### config.mk
export PLATFORM = sky130hd
export DESIGN_NAME = rcu_pll_seq_flat
export DESIGN_NICKNAME = d
export VERILOG_FILES = /design/src/rtl/rcu_pll_seq_if.sv /design/src/rtl/rcu_pll_seq.sv /design/src/flat_wrapper.sv
export SDC_FILE = /design/constraint.sdc
export NUM_CORES = 1
export LEC_CHECK = 0
export ABC_AREA = 1
export CAP_MARGIN = 20
export CORE_MARGIN = 5
export CORE_UTILIZATION = 40
export CTS_CLUSTER_DIAMETER = 60
export DETAILED_ROUTE_END_ITERATION = 10
export PLACE_DENSITY = 0.67
export REMOVE_ABC_BUFFERS = 1
export SETUP_SLACK_MARGIN = 0.15
export SLEW_MARGIN = 10
export SYNTH_ARGS = -nofsm -noshare
export SYNTH_HDL_FRONTEND = slang
export SYNTH_SLANG_ARGS = --single-unit
### constraint.sdc
create_clock -name clk_i -period 2.5 [get_ports clk_i]
set_input_delay 0.25 -clock clk_i [delete_from_list [all_inputs] [get_ports clk_i]]
set_output_delay 0.25 -clock clk_i [all_outputs]
set_load 0.02 [all_outputs]
### src/rtl/rcu_pll_seq_if.sv
// Config request handshake between the RCU register file and the PLL sequencer.
interface rcu_pll_seq_if;
    localparam int unsigned REFDIV_W  = 6;
    localparam int unsigned FBDIV_W   = 12;
    localparam int unsigned POSTDIV_W = 3;

    logic                 cfg_valid;
    logic                 cfg_ready;
    logic [REFDIV_W-1:0]  cfg_refdiv;
    logic [FBDIV_W-1:0]   cfg_fbdiv;
    logic [POSTDIV_W-1:0] cfg_postdiv1;
    logic [POSTDIV_W-1:0] cfg_postdiv2;

    modport master (
        output cfg_valid, cfg_refdiv, cfg_fbdiv, cfg_postdiv1, cfg_postdiv2,
        input  cfg_ready
    );
    modport slave (
        input  cfg_valid, cfg_refdiv, cfg_fbdiv, cfg_postdiv1, cfg_postdiv2,
        output cfg_ready
    );
endinterface

### src/rtl/rcu_pll_seq.sv
// RCU PLL reprogramming sequencer: bypass -> power-down/reprogram -> lock wait -> switch back.
// Optional lock-loss monitor in IDLE enabled by macro RCU_PLL_SEQ_LOCK_MON_EN.
module rcu_pll_seq #(
    parameter int unsigned SETTLE_CYC  = 8,
    parameter int unsigned LOCK_CONSEC = 4,
    parameter int unsigned TMO_WIDTH   = 16,
    parameter logic [5:0]  RST_REFDIV  = 6'd1,
    parameter logic [11:0] RST_FBDIV   = 12'd32,
    parameter logic [2:0]  RST_POSTDIV = 3'd1
) (
    input  logic                 clk_i,
    input  logic                 rst_n_i,
    rcu_pll_seq_if.slave         cfg,
    input  logic [TMO_WIDTH-1:0] timeout_i,
    input  logic                 pll_lock_i,
    output logic                 pll_pd_o,
    output logic [5:0]           pll_refdiv_o,
    output logic [11:0]          pll_fbdiv_o,
    output logic [2:0]           pll_postdiv1_o,
    output logic [2:0]           pll_postdiv2_o,
    output logic                 clk_sel_o,
    output logic                 busy_o,
    output logic                 done_o,
    output logic                 err_o
);
    localparam int unsigned SETTLE_W = (SETTLE_CYC > 1) ? $clog2(SETTLE_CYC) : 1;
    localparam int unsigned RUN_W    = $clog2(LOCK_CONSEC + 1);

    typedef enum logic [2:0] {
        ST_IDLE, ST_BYPASS, ST_PD, ST_LOCK, ST_SWITCH, ST_FAIL
    } state_e;

    state_e                 state_q, state_d;
    logic [SETTLE_W-1:0]    settle_q, settle_d;
    logic [TMO_WIDTH-1:0]   tmo_q, tmo_d;
    logic [5:0]             cap_ref_q, cap_ref_d, ref_q, ref_d;
    logic [11:0]            cap_fb_q, cap_fb_d, fb_q, fb_d;
    logic [2:0]             cap_p1_q, cap_p1_d, p1_q, p1_d;
    logic [2:0]             cap_p2_q, cap_p2_d, p2_q, p2_d;
    logic                   pd_q, pd_d, sel_q, sel_d, busy_q, busy_d;
    logic                   done_q, done_d, err_q, err_d, ready_q, ready_d;
    logic                   sync1_q, sync1_d, lock_s_q, lock_s_d;
    logic [RUN_W-1:0]       run_cnt_q, run_cnt_d;
    logic                   lock_ok, accept, cfg_bad, settle_end;
`ifdef RCU_PLL_SEQ_LOCK_MON_EN
    logic                   lock_prev_q, lock_prev_d;
`endif

    assign lock_ok    = (run_cnt_q == RUN_W'(LOCK_CONSEC));
    assign accept     = cfg.cfg_valid && ready_q;
    assign cfg_bad    = (cfg.cfg_refdiv == '0) || (cfg.cfg_fbdiv == '0) ||
                        (cfg.cfg_postdiv1 == '0) || (cfg.cfg_postdiv2 == '0);
    assign settle_end = (settle_q == SETTLE_W'(SETTLE_CYC - 1));

    // Lock synchronizer and saturating run-length counter of synced lock.
    always_comb begin
        sync1_d   = pll_lock_i;
        lock_s_d  = sync1_q;
        run_cnt_d = run_cnt_q;
        if (!lock_s_q) begin
            run_cnt_d = '0;
        end else if (!lock_ok) begin
            run_cnt_d = run_cnt_q + RUN_W'(1);
        end
`ifdef RCU_PLL_SEQ_LOCK_MON_EN
        lock_prev_d = lock_s_q;
`endif
    end

    // Sequencer next-state and registered-output logic.
    always_comb begin
        state_d   = state_q;
        settle_d  = settle_q;
        tmo_d     = tmo_q;
        cap_ref_d = cap_ref_q;
        cap_fb_d  = cap_fb_q;
        cap_p1_d  = cap_p1_q;
        cap_p2_d  = cap_p2_q;
        ref_d     = ref_q;
        fb_d      = fb_q;
        p1_d      = p1_q;
        p2_d      = p2_q;
        pd_d      = pd_q;
        sel_d     = sel_q;
        done_d    = 1'b0;
        err_d     = err_q;
        unique case (state_q)
            ST_IDLE: begin
                if (accept) begin
                    err_d     = 1'b0;
                    cap_ref_d = cfg.cfg_refdiv;
                    cap_fb_d  = cfg.cfg_fbdiv;
                    cap_p1_d  = cfg.cfg_postdiv1;
                    cap_p2_d  = cfg.cfg_postdiv2;
                    if (cfg_bad) begin
                        done_d = 1'b1;
                        err_d  = 1'b1;
                    end else begin
                        state_d  = ST_BYPASS;
                        settle_d = '0;
                        sel_d    = 1'b0;
                    end
                end
`ifdef RCU_PLL_SEQ_LOCK_MON_EN
                else if (sel_q && !lock_s_q && !lock_prev_q) begin
                    sel_d  = 1'b0;
                    pd_d   = 1'b1;
                    err_d  = 1'b1;
                    done_d = 1'b1;
                end
`endif
            end
            ST_BYPASS: begin
                if (settle_end) begin
                    // Dividers load together with power-down, never while running.
                    state_d  = ST_PD;
                    settle_d = '0;
                    pd_d     = 1'b1;
                    ref_d    = cap_ref_q;
                    fb_d     = cap_fb_q;
                    p1_d     = cap_p1_q;
                    p2_d     = cap_p2_q;
                end else begin
                    settle_d = settle_q + SETTLE_W'(1);
                end
            end
            ST_PD: begin
                if (settle_end) begin
                    state_d  = ST_LOCK;
                    settle_d = '0;
                    pd_d     = 1'b0;
                    tmo_d    = '0;
                end else begin
                    settle_d = settle_q + SETTLE_W'(1);
                end
            end
            ST_LOCK: begin
                tmo_d = tmo_q + TMO_WIDTH'(1);
                if (lock_ok) begin
                    state_d  = ST_SWITCH;
                    settle_d = '0;
                    sel_d    = 1'b1;
                end else if ((timeout_i != '0) && (tmo_q == (timeout_i - TMO_WIDTH'(1)))) begin
                    state_d = ST_FAIL;
                    pd_d    = 1'b1;
                end
            end
            ST_SWITCH: begin
                if (settle_end) begin
                    state_d = ST_IDLE;
                    done_d  = 1'b1;
                end else begin
                    settle_d = settle_q + SETTLE_W'(1);
                end
            end
            ST_FAIL: begin
                state_d = ST_IDLE;
                err_d   = 1'b1;
                done_d  = 1'b1;
            end
            default: begin
                state_d = ST_IDLE;
            end
        endcase
        ready_d = (state_d == ST_IDLE);
        busy_d  = (state_d != ST_IDLE);
    end

    // Lock synchronizer registers.
    always_ff @(posedge clk_i) begin
        if (!rst_n_i) begin
            sync1_q     <= 1'b0;
            lock_s_q    <= 1'b0;
            run_cnt_q   <= '0;
`ifdef RCU_PLL_SEQ_LOCK_MON_EN
            lock_prev_q <= 1'b0;
`endif
        end else begin
            sync1_q     <= sync1_d;
            lock_s_q    <= lock_s_d;
            run_cnt_q   <= run_cnt_d;
`ifdef RCU_PLL_SEQ_LOCK_MON_EN
            lock_prev_q <= lock_prev_d;
`endif
        end
    end

    // Sequencer state and output registers.
    always_ff @(posedge clk_i) begin
        if (!rst_n_i) begin
            state_q   <= ST_IDLE;
            settle_q  <= '0;
            tmo_q     <= '0;
            cap_ref_q <= RST_REFDIV;
            cap_fb_q  <= RST_FBDIV;
            cap_p1_q  <= RST_POSTDIV;
            cap_p2_q  <= RST_POSTDIV;
            ref_q     <= RST_REFDIV;
            fb_q      <= RST_FBDIV;
            p1_q      <= RST_POSTDIV;
            p2_q      <= RST_POSTDIV;
            pd_q      <= 1'b1;
            sel_q     <= 1'b0;
            busy_q    <= 1'b0;
            done_q    <= 1'b0;
            err_q     <= 1'b0;
            ready_q   <= 1'b1;
        end else begin
            state_q   <= state_d;
            settle_q  <= settle_d;
            tmo_q     <= tmo_d;
            cap_ref_q <= cap_ref_d;
            cap_fb_q  <= cap_fb_d;
            cap_p1_q  <= cap_p1_d;
            cap_p2_q  <= cap_p2_d;
            ref_q     <= ref_d;
            fb_q      <= fb_d;
            p1_q      <= p1_d;
            p2_q      <= p2_d;
            pd_q      <= pd_d;
            sel_q     <= sel_d;
            busy_q    <= busy_d;
            done_q    <= done_d;
            err_q     <= err_d;
            ready_q   <= ready_d;
        end
    end

    assign cfg.cfg_ready    = ready_q;
    assign pll_pd_o         = pd_q;
    assign pll_refdiv_o     = ref_q;
    assign pll_fbdiv_o      = fb_q;
    assign pll_postdiv1_o   = p1_q;
    assign pll_postdiv2_o   = p2_q;
    assign clk_sel_o        = sel_q;
    assign busy_o           = busy_q;
    assign done_o           = done_q;
    assign err_o            = err_q;
endmodule

### src/flat_wrapper.sv
// flat-port wrapper written by rule: the top's interface ports become plain ports
module rcu_pll_seq_flat 
#(
    parameter int unsigned SETTLE_CYC  = 8,
    parameter int unsigned LOCK_CONSEC = 4,
    parameter int unsigned TMO_WIDTH   = 16,
    parameter logic [5:0]  RST_REFDIV  = 6'd1,
    parameter logic [11:0] RST_FBDIV   = 12'd32,
    parameter logic [2:0]  RST_POSTDIV = 3'd1
)
  (clk_i, rst_n_i, timeout_i, pll_lock_i, pll_pd_o, pll_refdiv_o, pll_fbdiv_o, pll_postdiv1_o, pll_postdiv2_o, clk_sel_o, busy_o, done_o, err_o, cfg_cfg_valid, cfg_cfg_refdiv, cfg_cfg_fbdiv, cfg_cfg_postdiv1, cfg_cfg_postdiv2, cfg_cfg_ready);
  rcu_pll_seq_if cfg_i ();
  input  logic clk_i;
  input  logic rst_n_i;
  input  logic [TMO_WIDTH-1:0] timeout_i;
  input  logic pll_lock_i;
  output logic pll_pd_o;
  output logic [5:0] pll_refdiv_o;
  output logic [11:0] pll_fbdiv_o;
  output logic [2:0] pll_postdiv1_o;
  output logic [2:0] pll_postdiv2_o;
  output logic clk_sel_o;
  output logic busy_o;
  output logic done_o;
  output logic err_o;
  input wire logic [$bits(cfg_i.cfg_valid)-1:0] cfg_cfg_valid;
  input wire logic [$bits(cfg_i.cfg_refdiv)-1:0] cfg_cfg_refdiv;
  input wire logic [$bits(cfg_i.cfg_fbdiv)-1:0] cfg_cfg_fbdiv;
  input wire logic [$bits(cfg_i.cfg_postdiv1)-1:0] cfg_cfg_postdiv1;
  input wire logic [$bits(cfg_i.cfg_postdiv2)-1:0] cfg_cfg_postdiv2;
  output wire logic [$bits(cfg_i.cfg_ready)-1:0] cfg_cfg_ready;
  assign cfg_i.cfg_valid = cfg_cfg_valid;
  assign cfg_i.cfg_refdiv = cfg_cfg_refdiv;
  assign cfg_i.cfg_fbdiv = cfg_cfg_fbdiv;
  assign cfg_i.cfg_postdiv1 = cfg_cfg_postdiv1;
  assign cfg_i.cfg_postdiv2 = cfg_cfg_postdiv2;
  assign cfg_cfg_ready = cfg_i.cfg_ready;
  rcu_pll_seq #(.SETTLE_CYC(SETTLE_CYC), .LOCK_CONSEC(LOCK_CONSEC), .TMO_WIDTH(TMO_WIDTH), .RST_REFDIV(RST_REFDIV), .RST_FBDIV(RST_FBDIV), .RST_POSTDIV(RST_POSTDIV)) u_core (.clk_i(clk_i), .rst_n_i(rst_n_i), .cfg(cfg_i), .timeout_i(timeout_i), .pll_lock_i(pll_lock_i), .pll_pd_o(pll_pd_o), .pll_refdiv_o(pll_refdiv_o), .pll_fbdiv_o(pll_fbdiv_o), .pll_postdiv1_o(pll_postdiv1_o), .pll_postdiv2_o(pll_postdiv2_o), .clk_sel_o(clk_sel_o), .busy_o(busy_o), .done_o(done_o), .err_o(err_o));
endmodule
## Word-level counts from Yosys, hierarchy flattened

Index checks and enable logic that the tools add are counted.

| operators by class | value |
|---|---|
| add/subtract/negate cells | 4 |
| eq/ne operators | 16 |
| muxes and demuxes | 31 |
| reductions and logical operators | 27 |

Operator list:

| cell | count |
|---|---|
| 3-bit two-way mux | 12 |
| 16-bit one-hot mux with 2 select lines | 1 |
| 16-bit by 1-bit adder with 16-bit output, second input constant | 1 |
| 16-bit == test | 1 |
| 16-bit two-way mux | 1 |
| 16-bit nonzero test | 1 |
| 16-bit by 1-bit subtractor with 16-bit output, second input constant | 1 |
| 3-bit one-hot mux with 5 select lines | 1 |
| 3-bit == test, second input constant | 4 |
| 12-bit logical NOT | 1 |
| 3-bit logical NOT | 4 |
| 3-bit one-hot mux with 4 select lines | 1 |
| 1-bit two-way mux | 11 |
| 2-bit by 1-bit != test with 1-bit output, second input constant | 5 |
| 2-bit AND reduction | 5 |
| 5-bit AND reduction | 2 |
| 3-bit by 1-bit adder with 3-bit output, second input constant | 2 |
| 3-bit by 2-bit == test with 1-bit output, second input constant | 2 |
| 6-bit logical NOT | 1 |
| 2-bit != test, second input constant | 3 |
| 1-bit one-hot mux with 3 select lines | 2 |
| 2-bit nonzero test | 3 |
| 3-bit nonzero test | 2 |
| 1-bit one-hot mux with 2 select lines | 2 |
| other kinds (6) | 9 |

| storage, ports and cells | value |
|---|---|
| register bits | 81 |
| input bits | 44 |
| output and inout bits | 30 |
| logic and storage cells | 98 |

## Logic depth before layout (Yosys ltp)

Gate-level depths: netlist of run 1.

| depth | value |
|---|---|
| depth in word-level cells | 8 |
| depth in mapped cells | 17 |
| mapped depth without buffers | 17 |

## Worst setup path after synthesis of run 1

Ideal clock, no wire load.

| path | value |
|---|---|
| path kind | input to register |
| start | input port timeout_i[0] |
| end | register u_core.busy_q (netlist: u_core.busy_o) |
| setup time | 116 ps |
| data arrival time | 1563 ps |
| required time | 2384 ps |
| slack | 821 ps |
| stages on the path | 15 |
| buffers on the path | 0 |
| path through | inv_2 > ha_1 > nand2_4 > nor2_8 > nand2_2 > nand2_1 > nand3b_1 > nor2_1 > nand2_1 > nor2_2 > nand3_2 > nand2_2 > nand2_1 > o21ai_1 > nand2_1 |

| on the way | value |
|---|---|
| cells in the longest elaborated chain, start to end | 7 |
| elaborated cells on any way between the ends | 8 |
| those cells by class | add/sub (1); eq/ne (1); mux (3); reduce/logical (3) |

RTL lines:

| element | line | RTL |
|---|---|---|
| from (decl) | flat_wrapper.sv:15 | `input logic [TMO_WIDTH-1:0] timeout_i;` |
| 16-bit by 1-bit subtractor with 16-bit output | rcu_pll_seq.sv:143 | `end else if ((timeout_i != '0) && (tmo_q == (timeout_i - TMO_WIDTH'(1)))) begin` |
| 16-bit == test | rcu_pll_seq.sv:143 |  |
| 1-bit logical AND * | rcu_pll_seq.sv:143 |  |
| 3-bit two-way mux * | rcu_pll_seq.sv:143 |  |
| 3-bit two-way mux * | rcu_pll_seq.sv:139 | `if (lock_ok) begin` |
| 3-bit one-hot mux with 5 select lines * | rcu_pll_seq.sv:87 | `unique case (state_q)` |
| 3-bit nonzero test * | rcu_pll_seq.sv:166 | `busy_d = (state_d != ST_IDLE);` |
| to (signal assigned) | rcu_pll_seq.sv:222 | `busy_q <= busy_d;` |
| to (decl) | rcu_pll_seq.sv:40 | `logic pd_q, pd_d, sel_q, sel_d, busy_q, busy_d;` |

Every way passes the cells marked *; elsewhere a longest branch is shown, timed or not.
A chain may end at the register's enable or synchronous reset.

## Final worst setup path of run 1

Same ends and word-level chain as after synthesis.

==> flow_summary.yaml, run 1 <==
status:
  status: "finished, final reports clean"
cts:
  cts_tree: "yes"
  post_cts_buffers: 0
  cts_resized: 0
  htreeDepth: 3
  cts.sinks: 81
  clockRootBuffer: "clkbuf_8"
  clk_latency_ns: 0.35
  cts_hold_buffers: 0
  cts_buffers: 9
  path_clk_slew_ns: 0.08
  cts.path.max_buffers: 2
worst_setup_path:
  cp-end-kind: "flip-flop"
  reg2regPathDepth: 9
  crit_path_max_fanout: 4
  r2r-start: "u_core.tmo_q[0]"
  worst_path_max_delay_cell: "clkdlybuf4s50_1"
  crit_path_start: "timeout_i[0]"
  path_class: "in -> reg"
  crit_arrival_ns: 2.25
  crit_chain: "clkdlybuf4s50_1 -> inv_2 -> ha_1 -> xnor2_1 -> nor2_1 -> nand4_1 -> nor2_1 -> nand2_2 -> nor2_2 -> nand3_2 -> nand2_2 -> nand2_1 -> o21ai_1 -> nand2_1"
  critPathRequiredTime_ns: 2.74
  cpPeakStageDelay_ns: 0.52
  startpoint_type: "input port"
timing:
  holdWs_ns: 0.2376
  finalHoldViolCount: 0
  min_period_ns: 2.009
  setup_tns_ns: 0
  setup_violations: 0
  fmax_mhz: 497.7
  tightest_slew_ns: 0.9658
  fin_worst_skew_ns: 0.01161
  period_share_pct: 80.37
  slew_violations: 0
  slew_headroom_pct: 35.54
  setup_ws_ns: 0.4908
  rsz0062_at_grt: "false"
power:
  power_frac_clock_pct: 39.2
  p_seq_share_pct: 47.6
  p_sw_share_pct: 24.50
  internal-power_uw: 2177
  power.leakage_uw: 0.002285
  p_sw_uw: 706.5
  total_power_uw: 2883
  p_comb_share_pct: 13.2
  power_density_mw_per_mm2: 551.8
  ir_drop_v: 0.0003379
synthesis:
  syn_inst: 595
  ys_ff_latch: 81
  ys_warn_count: 0
  synthFlopType: "dfxtp_1"
  synth.distinct_cells: 38
  synthArstFlopShare_pct: 0
  netlist_top_cells_area: "dfxtp_1 40%, nand2_1 12%, nor2_1 6.9%, inv_1 6.4%, o21ai_0 6.0%"
  ys_seq_area_share_pct: 39.52
  synth-edff-count: 0
  yosys.area.top_type: "dfxtp_1"
  synth_top_area_share_pct: 39.52
  syn_area_per_cell_um2: 6.895
  netlist_area_mm2: 0.004103
grt:
  first_global_vias: 4047
  grt-ovfl-total: 0
  grt_max_degree: 37
  antenna_found_initial: 0
  grt_use_total_pct: 17.19
  grt_pass1_wl_mm: 18.11
layout:
  drive_gt1_share_pct: 8.457
  syn_to_final_growth_pct: 27.36
  antenna_cells: 0
  fin_util_pct: 51.30
  final_common_cell: "nand2_1"
  fillers: 1044
  layout_common_cells: "129 x nand2_1, 81 x dfxtp_1, 74 x nor2_1, 72 x clkdlybuf4s50_1, 70 x inv_1"
  finalNetCount: 719
die:
  fp.dieArea_mm2: 0.01238
  ios: 74
  fp-row-count: 37
  initial_core_util_pct: 40.28
  die_y_um: 111.3
  die_x_um: 111.3
  core-area_mm2: 0.01018
placement:
  place_ws_ns: 0.1163
  portBuffers: 73
  hpwl_mm: 7.878
  place_congestion: 0.8789
routing:
  dr_total_vias: 3961
  vias_per_cell: 4.890
  drt-pass1-iter-count: 5
  avgRoutedWirePerCell_um: 12.73
  routed_wl_mm: 10.31
  drc: 0
  drt_iter0_markers: 286
  postRouteAntennaNets: 0
job:
  drv_cap: 0
hold_path:
  hold_class: "in -> reg"
  hp-start: "rst_n_i"
  hold_path_depth: 2
## stage by stage
step / cells / cell area (um^2)
3_3_place_gp: 794 / 4990
4_1_cts: 810 / 5225
3_5_place_dp: 794 / 4990
6_report: 810 / 5225
2_1_floorplan: 576 / 4024
5_1_grt: 810 / 5225
## power groups by stage
stage	Combinational (uW)	Sequential (uW)	Clock (uW)
2_1_floorplan	198	1410	0
6_report	381	1370	1130
5_1_grt	432	1380	1210
4_1_cts	384	1370	1160
3_5_place_dp	382	1400	0
3_3_place_gp	375	1400	0
## state kept, by name, indices dropped and copies added (netlist names), 6 cells and up
| signal | flops |
|---|---|
| u_core.cap_fb_q | 12 |
| u_core.cap_ref_q | 6 |
| u_core.pll_fbdiv_o | 12 |
| u_core.pll_refdiv_o | 6 |
| u_core.tmo_q | 16 |
## cells by family (layout without fill, tap and decap cells)
kind of cell,Yosys count,in the layout,share of synthesized area (%)
buf+inv,94,173,8.783
compound gates,112,112,14.52
simple gates,286,286,31.93
flops,81,81,39.52
xor+xnor,16,16,3.416
fa+ha+maj,6,6,1.830
## critical path, delay by kind of cell
kind | cells | cell delay [ns]
buffers and inverters | 2 | 0.60
adders and majority gates | 1 | 0.31
AOI/OAI and AO/OA | 1 | 0.12
and+or+nand+nor | 9 | 0.85
xor gates and xnor gates | 1 | 0.12
## final timing paths
path / to / slack, ns
min reg2reg: u_core.lock_s_q / 0.41
max reg2reg: u_core.tmo_q[14] / 0.59
min: u_core.cap_p2_q[0] / 0.24
max: u_core.busy_o / 0.49
## routing by layer
layer  share of wire [%]  vias up  global-route usage [%]
li1                    -     2065                       -
met1                  47     1779                   21.77
met2                  46       97                   28.55
met3                 5.6       20                   4.640
met4                 1.9        0                   5.191
met5                   0        -                       0
## synth_stat cells (2+ instances only)
master	number
nand3_1	33
nand2_2	10
xor2_1	6
nor2_8	2
o21ai_0	49
o21ai_1	2
a211oi_1	7
nand4_1	7
clkbuf_1	15
nand2_1	129
inv_1	70
nor2_4	2
dfxtp_1	81
nand3b_1	3
nand2_4	2
clkbuf_2	2
ha_1	6
xnor2_1	10
nor3_1	6
nor2_1	75
nor3_2	4
inv_2	4
nor4_1	4
nor2_2	5
a21oi_1	48
## layout make-up
type | instances | area [um^2] | share of cell area (%)
multi-input combinational | 420 | 2123 | 40.64
clock buffer | 11 | 131.4 | 2.514
clock inverter | 5 | 103.9 | 1.988
inverter | 75 | 281.5 | 5.388
tap | 136 | 170.2 | 3.257
sequential | 81 | 1622 | 31.03
timing repair buffer | 82 | 793.3 | 15.18
Power figures use the tool's default switching activity.
==> run 2: changes to the inputs <==
==> constraint.sdc (replaced) <==
create_clock -name clk_i -period 2 [get_ports clk_i]
set_input_delay 0.2 -clock clk_i [delete_from_list [all_inputs] [get_ports clk_i]]
set_output_delay 0.2 -clock clk_i [all_outputs]
set_load 0.02 [all_outputs]
==> run 2 against run 1 <==
Compared with the run above:
- clock skew decreased by 0.0042 ns
- critical path depth shrank 5
- clock power is 9% higher
- global-route usage up 0.086 points
- critical endpoint is now u_core.tmo_q[14]
- via count rose by 3.1%
- sequential power increased by 25%
- non-clock buffer count is 36 higher
- combinational power grew 39%
- worst hold slack improved by 0.075 ns
==> flow_summary.yaml, run 2 (synthesis gave the netlist of run 1 again) <==
die:
  ios: 74
  initial_core_util_pct: 40.28
  core-area_mm2: 0.01018
  fp-row-count: 37
  die_x_um: 111.3
  fp.dieArea_mm2: 0.01238
  die_y_um: 111.3
timing:
  setup_ws_ns: 0.2218
  finalHoldViolCount: 0
  tightest_slew_ns: 0.5503
  holdWs_ns: 0.3129
  fmax_mhz: 562.4
  min_period_ns: 1.778
  setup_violations: 0
  rsz0062_at_grt: "true"
  slew_violations: 0
  slew_headroom_pct: 63.09
  period_share_pct: 88.91
  fin_worst_skew_ns: 0.007410
hold_path:
  hold_class: "in -> reg"
  hold_path_depth: 3
  hp-start: "rst_n_i"
  min_to: "u_core.cap_p1_q[0]"
worst_setup_path:
  startpoint_type: "flip-flop"
  r2r-start: "u_core.tmo_q[0]"
  ff2ff_setup_slack_ns: 0.22
  crit_path_start: "u_core.tmo_q[0]"
  critPathRequiredTime_ns: 2.25
  cp-end-kind: "flip-flop"
  cpPeakStageDelay_ns: 0.39
  critical_path_buf_inv_count: 0
  path_class: "reg -> reg"
  crit_path_max_fanout: 5
  crit_chain: "ha_4 -> nand3_2 -> nor2_4 -> nand4_1 -> nor2_2 -> nand2_2 -> nor3_2 -> a21oi_1 -> a211oi_1"
  crit_arrival_ns: 2.03
  worst_path_max_delay_cell: "dfxtp_4"
  path_delay_family: "simple AND/OR/NAND/NOR gates"
  reg2reg_to: "u_core.tmo_q[14]"
  reg2regPathDepth: 9
placement:
  portBuffers: 73
  dp.cells: 822
  hpwl_mm: 8.106
  place_congestion: 0.9006
  place_ws_ns: -0.2914
  place_area_mm2: 0.005200
grt:
  first_global_vias: 4067
  antenna_found_initial: 0
  grt_pass1_wl_mm: 18.15
  grt_max_degree: 39
  grt_use_total_pct: 17.27
  grt-ovfl-total: 0
layout:
  final_cell_count_no_fill: 846
  final_common_cell: "nand2_1"
  largest_register_ffs: 16
  layout_common_cells: "126 x nand2_1, 76 x dfxtp_1, 68 x inv_1, 62 x clkdlybuf4s50_1, 61 x nor2_1"
  regMostFlops: "u_core.tmo_q"
  drive_gt1_share_pct: 17.46
  antenna_cells: 0
  syn_to_final_growth_pct: 37.30
  finalNetCount: 755
  final_area_mm2: 0.005633
routing:
  avgRoutedWirePerCell_um: 12.71
  drt_iter0_markers: 204
  routed_wl_mm: 10.76
  drt-pass1-iter-count: 5
  dr_total_vias: 4084
  postRouteAntennaNets: 0
  vias_per_cell: 4.827
  drc: 0
cts:
  cts_tree: "yes"
  cts_buffers: 9
  cts.path.max_buffers: 2
  path_clk_slew_ns: 0.08
  clockRootBuffer: "clkbuf_8"
  htreeDepth: 3
  cts_hold_buffers: 0
  cts.sinks: 81
  clk_latency_ns: 0.35
power:
  power.leakage_uw: 0.002539
  total_power_uw: 3476
  ir_drop_v: 0.0003905
  power_density_mw_per_mm2: 617.1
status:
  status: "finished, final reports clean"
job:
  drv_cap: 0
==> run 2: cell count changes in the layout (fill, tap and decap cells not counted), sizes merged <==
cell           delta
dlymetal6s2s      +9
bufinv            -2
dlygate4sd2       +1
clkdlybuf4s50    -10
clkbuf            +1
clkinvlp          +1
buf              +36
==> run 2: what timing repair did <==
item	in CTS	in global routing
setup buffers	0	8
pin swaps	7	16
endpoints found under the setup margin	5	14
hold endpoints to repair	0	0
resized for setup	5	46
==> run 2: cell type report <==
| cell class | count | area, um^2 |
|---|---|---|
| Fill cell | 1006 | 4552 |
| Multi-Input combinational cell | 420 | 2255 |
| Sequential cell | 81 | 1630 |
| Timing Repair Buffer | 118 | 1085 |
| Inverter | 75 | 286.5 |
| Tap cell | 136 | 170.2 |
| Clock buffer | 12 | 155.1 |
| Clock inverter | 4 | 51.30 |
==> run 2: worst max path at each step <==
stage | to | slack, ns | cells past startpoint
after global placement | u_core.busy_o | -0.22 | 17
after CTS | u_core.tmo_q[14] | 0.15 | 9
final | u_core.tmo_q[14] | 0.22 | 9
after global routing | u_core.tmo_q[14] | 0.09 | 9
after detailed placement | u_core.busy_o | -0.29 | 17
after floorplan | u_core.pll_postdiv1_o[2] | -0.48 | 7
==> run 2: per-layer routing <==
layer  share of wire, %  global-route usage (%)  routed length, um  up-vias
met1                 45                   20.89               4833     1856
li1                   -                       -                  -     2128
met3                5.4                   4.476                583       14
met4                1.7                   6.975                184        0
met5                  0                       0                  0        -
met2                 48                   29.15               5154       86
==> run 2: power by group <==
group          total [uW]  internal, uW  switching (uW)
Sequential           1710          1680            29.7
Clock                1230           646             586
Combinational         530           242             288
==> run 2: worst register-to-register path: cells and delay by family, from the launching register on <==
| family | cells | cell delay (ns) |
|---|---|---|
| compound gates | 2 | 0.27 |
| flops | 1 | 0.39 |
| fa+ha+maj | 1 | 0.16 |
| simple gates | 6 | 0.87 |
==> run 2: through the flow <==
| step | utilization [%] | TNS (ns) |
|---|---|---|
| floorplan | - | -7.220 |
| global placement | 51.06 | -0.8651 |
| detailed placement | 51.06 | -1.109 |
| CTS | 53.23 | 0 |
| global route | 55.31 | 0 |
| finish | 55.31 | 0 |
==> run 3: changes to the inputs <==
--- a/config.mk
+++ b/config.mk
@@ -12,7 +12,7 @@
 export CTS_CLUSTER_DIAMETER = 60
 export DETAILED_ROUTE_END_ITERATION = 10
 export PLACE_DENSITY = 0.67
-export REMOVE_ABC_BUFFERS = 1
+export RECOVER_POWER = 25
 export SETUP_SLACK_MARGIN = 0.15
 export SLEW_MARGIN = 10
 export SYNTH_ARGS = -nofsm -noshare
==> run 3 against run 2 <==
Compared with the run above:
- via count is essentially flat
- clock skew up 0.0016 ns
- largest cell class unchanged
- total power shrank 2.1%
- largest power group unchanged
- global-route usage is 0.091 points lower
- critical endpoint is now u_core.cap_p2_q[1]
- clock power down 5%
==> flow_summary.yaml, run 3 (synthesis gave the netlist of run 1 again) <==
cts:
  clk_latency_ns: 0.35
  cts.path.max_buffers: 2
  htreeDepth: 3
  cts_buffers: 9
  path_clk_slew_ns: 0.09
  cts_tree: "yes"
  clockRootBuffer: "clkbuf_8"
  cts.sinks: 81
power:
  power_density_mw_per_mm2: 605.1
  power.leakage_uw: 0.002587
  total_power_uw: 3403
  ir_drop_v: 0.0004384
timing:
  tightest_slew_ns: 0.4585
  fin_worst_skew_ns: 0.009029
  fmax_mhz: 554.7
  holdWs_ns: 0.3884
  setup_tns_ns: 0
  slew_violations: 0
  slew_headroom_pct: 69.20
  setup_violations: 0
  rsz0062_at_grt: "true"
  min_period_ns: 1.803
  finalHoldViolCount: 0
  period_share_pct: 90.13
worst_setup_path:
  startpoint_type: "flip-flop"
  cp-end-kind: "flip-flop"
  path_class: "reg -> reg"
  crit_arrival_ns: 2.04
  crit_path_max_fanout: 28
  critPathRequiredTime_ns: 2.23
grt:
  grt_pass1_wl_mm: 18.13
  first_global_vias: 4163
  antenna_found_initial: 0
  grt_max_degree: 38
  grt-ovfl-total: 0
  grt_use_total_pct: 17.18
placement:
  place_congestion: 0.8799
  hpwl_mm: 8.110
  portBuffers: 73
  dp.cells: 819
routing:
  avgRoutedWirePerCell_um: 12.56
  dr_total_vias: 4082
  drt_iter0_markers: 185
  vias_per_cell: 4.842
  postRouteAntennaNets: 0
  routed_wl_mm: 10.59
  drc: 0
  drt-pass1-iter-count: 4
die:
  initial_core_util_pct: 40.28
  die_y_um: 111.3
  fp-row-count: 37
  fp.dieArea_mm2: 0.01238
  die_x_um: 111.3
  core-area_mm2: 0.01018
  ios: 74
layout:
  syn_to_final_growth_pct: 37.08
  largest_register_ffs: 16
  fillers: 992
  final_common_cell: "nand2_1"
  antenna_cells: 0
  drive_gt1_share_pct: 16.41
  regMostFlops: "u_core.tmo_q"
  fin_util_pct: 55.22
  layout_common_cells: "127 x nand2_1, 76 x dfxtp_1, 70 x inv_1, 61 x nor2_1"
  finalNetCount: 752
  final_cell_count_no_fill: 843
status:
  status: "finished, final reports clean"
hold_path:
  hold_class: "in -> reg"
synthesis:
  synth_nets: 645
job:
  drv_cap: 0
## run 3: cell count changes in the layout (fill, tap and decap cells not counted), moves of 2 or more
| cell | before | now |
|---|---|---|
| nor3_1 | 5 | 7 |
| inv_1 | 68 | 70 |
| buf_4 | 45 | 38 |
| inv_2 | 5 | 3 |
| nor3_2 | 5 | 2 |
| nand3_1 | 32 | 30 |
| clkbuf_8 | 11 | 9 |
| clkbuf_1 | 1 | 3 |
| dlygate4sd3_1 | 0 | 19 |
| nor2_2 | 15 | 11 |
| clkdlybuf4s50_1 | 62 | 44 |
| nor2_4 | 6 | 10 |
## run 3: report_power, final
part	internal (uW)	leakage [uW]	total, uW	switching (uW)
Combinational	233	0.00183	515	283
Sequential	1680	0.000662	1720	30.7
Clock	581	0.0000929	1170	591
Total	2500	0.00259	3400	905
## run 3: routing by layer
| layer | global-route usage, % | part of all wire (%) | vias to the layer above |
|---|---|---|---|
| met1 | 20.75 | 43 | 1846 |
| met3 | 4.531 | 5.5 | 15 |
| li1 | - | - | 2130 |
| met5 | 0 | 0 | - |
| met2 | 29.84 | 50 | 91 |
| met4 | 5.191 | 1.6 | 0 |
## run 3: path summary, 6_finish.rpt
path	startpoint	to	slack, ns	depth (start not counted)
worst max-delay path	u_core.state_q[1]	u_core.cap_p2_q[1]	0.20	7
worst min register to register	u_core.lock_s_d	u_core.lock_s_q	0.42	2
worst max register to register	u_core.state_q[1]	u_core.cap_p2_q[1]	0.20	7
worst min-delay path	pll_lock_i	u_core.lock_s_d	0.39	3
## run 3: final cells by class
cell class                 instances  area [um^2]  share of cell area (%)
multi-input combinational        420         2272                   40.40
sequential                        81         1630                   28.99
timing repair buffer             115         1072                   19.07
inverter                          75        284.0                   5.050
tap                              136        170.2                   3.026
clock buffer                      10        127.6                   2.269
clock inverter                     6        67.56                   1.201
## run 3: critical path, cell delays in order, from the launching register on
cell and delay [ns]:
dfxtp_1 0.35, nor2_1 0.20, inv_1 0.12, nor3_1 0.38, inv_1 0.12, buf_4 0.24, o21ai_0 0.21, a21oi_1 0.06
## run 3: repair_timing
action / in CTS / in global routing
endpoints found under the setup margin: 4 / 17
pin swaps: 4 / 15
gates resized for setup: 3 / 52
hold buffers: 0 / 0
setup buffers: 0 / 8
gates cloned: 0 / 0
endpoints found under the hold margin: 0 / 0
## run 3: metrics by stage
step	worst slack (ns)	instance area [um^2]
2_1_floorplan	0.3710	4103
3_3_place_gp	-0.2148	5195
6_report	0.1973	5624
3_5_place_dp	-0.2627	5195
5_1_grt	0.05814	5624
4_1_cts	0.1307	5389
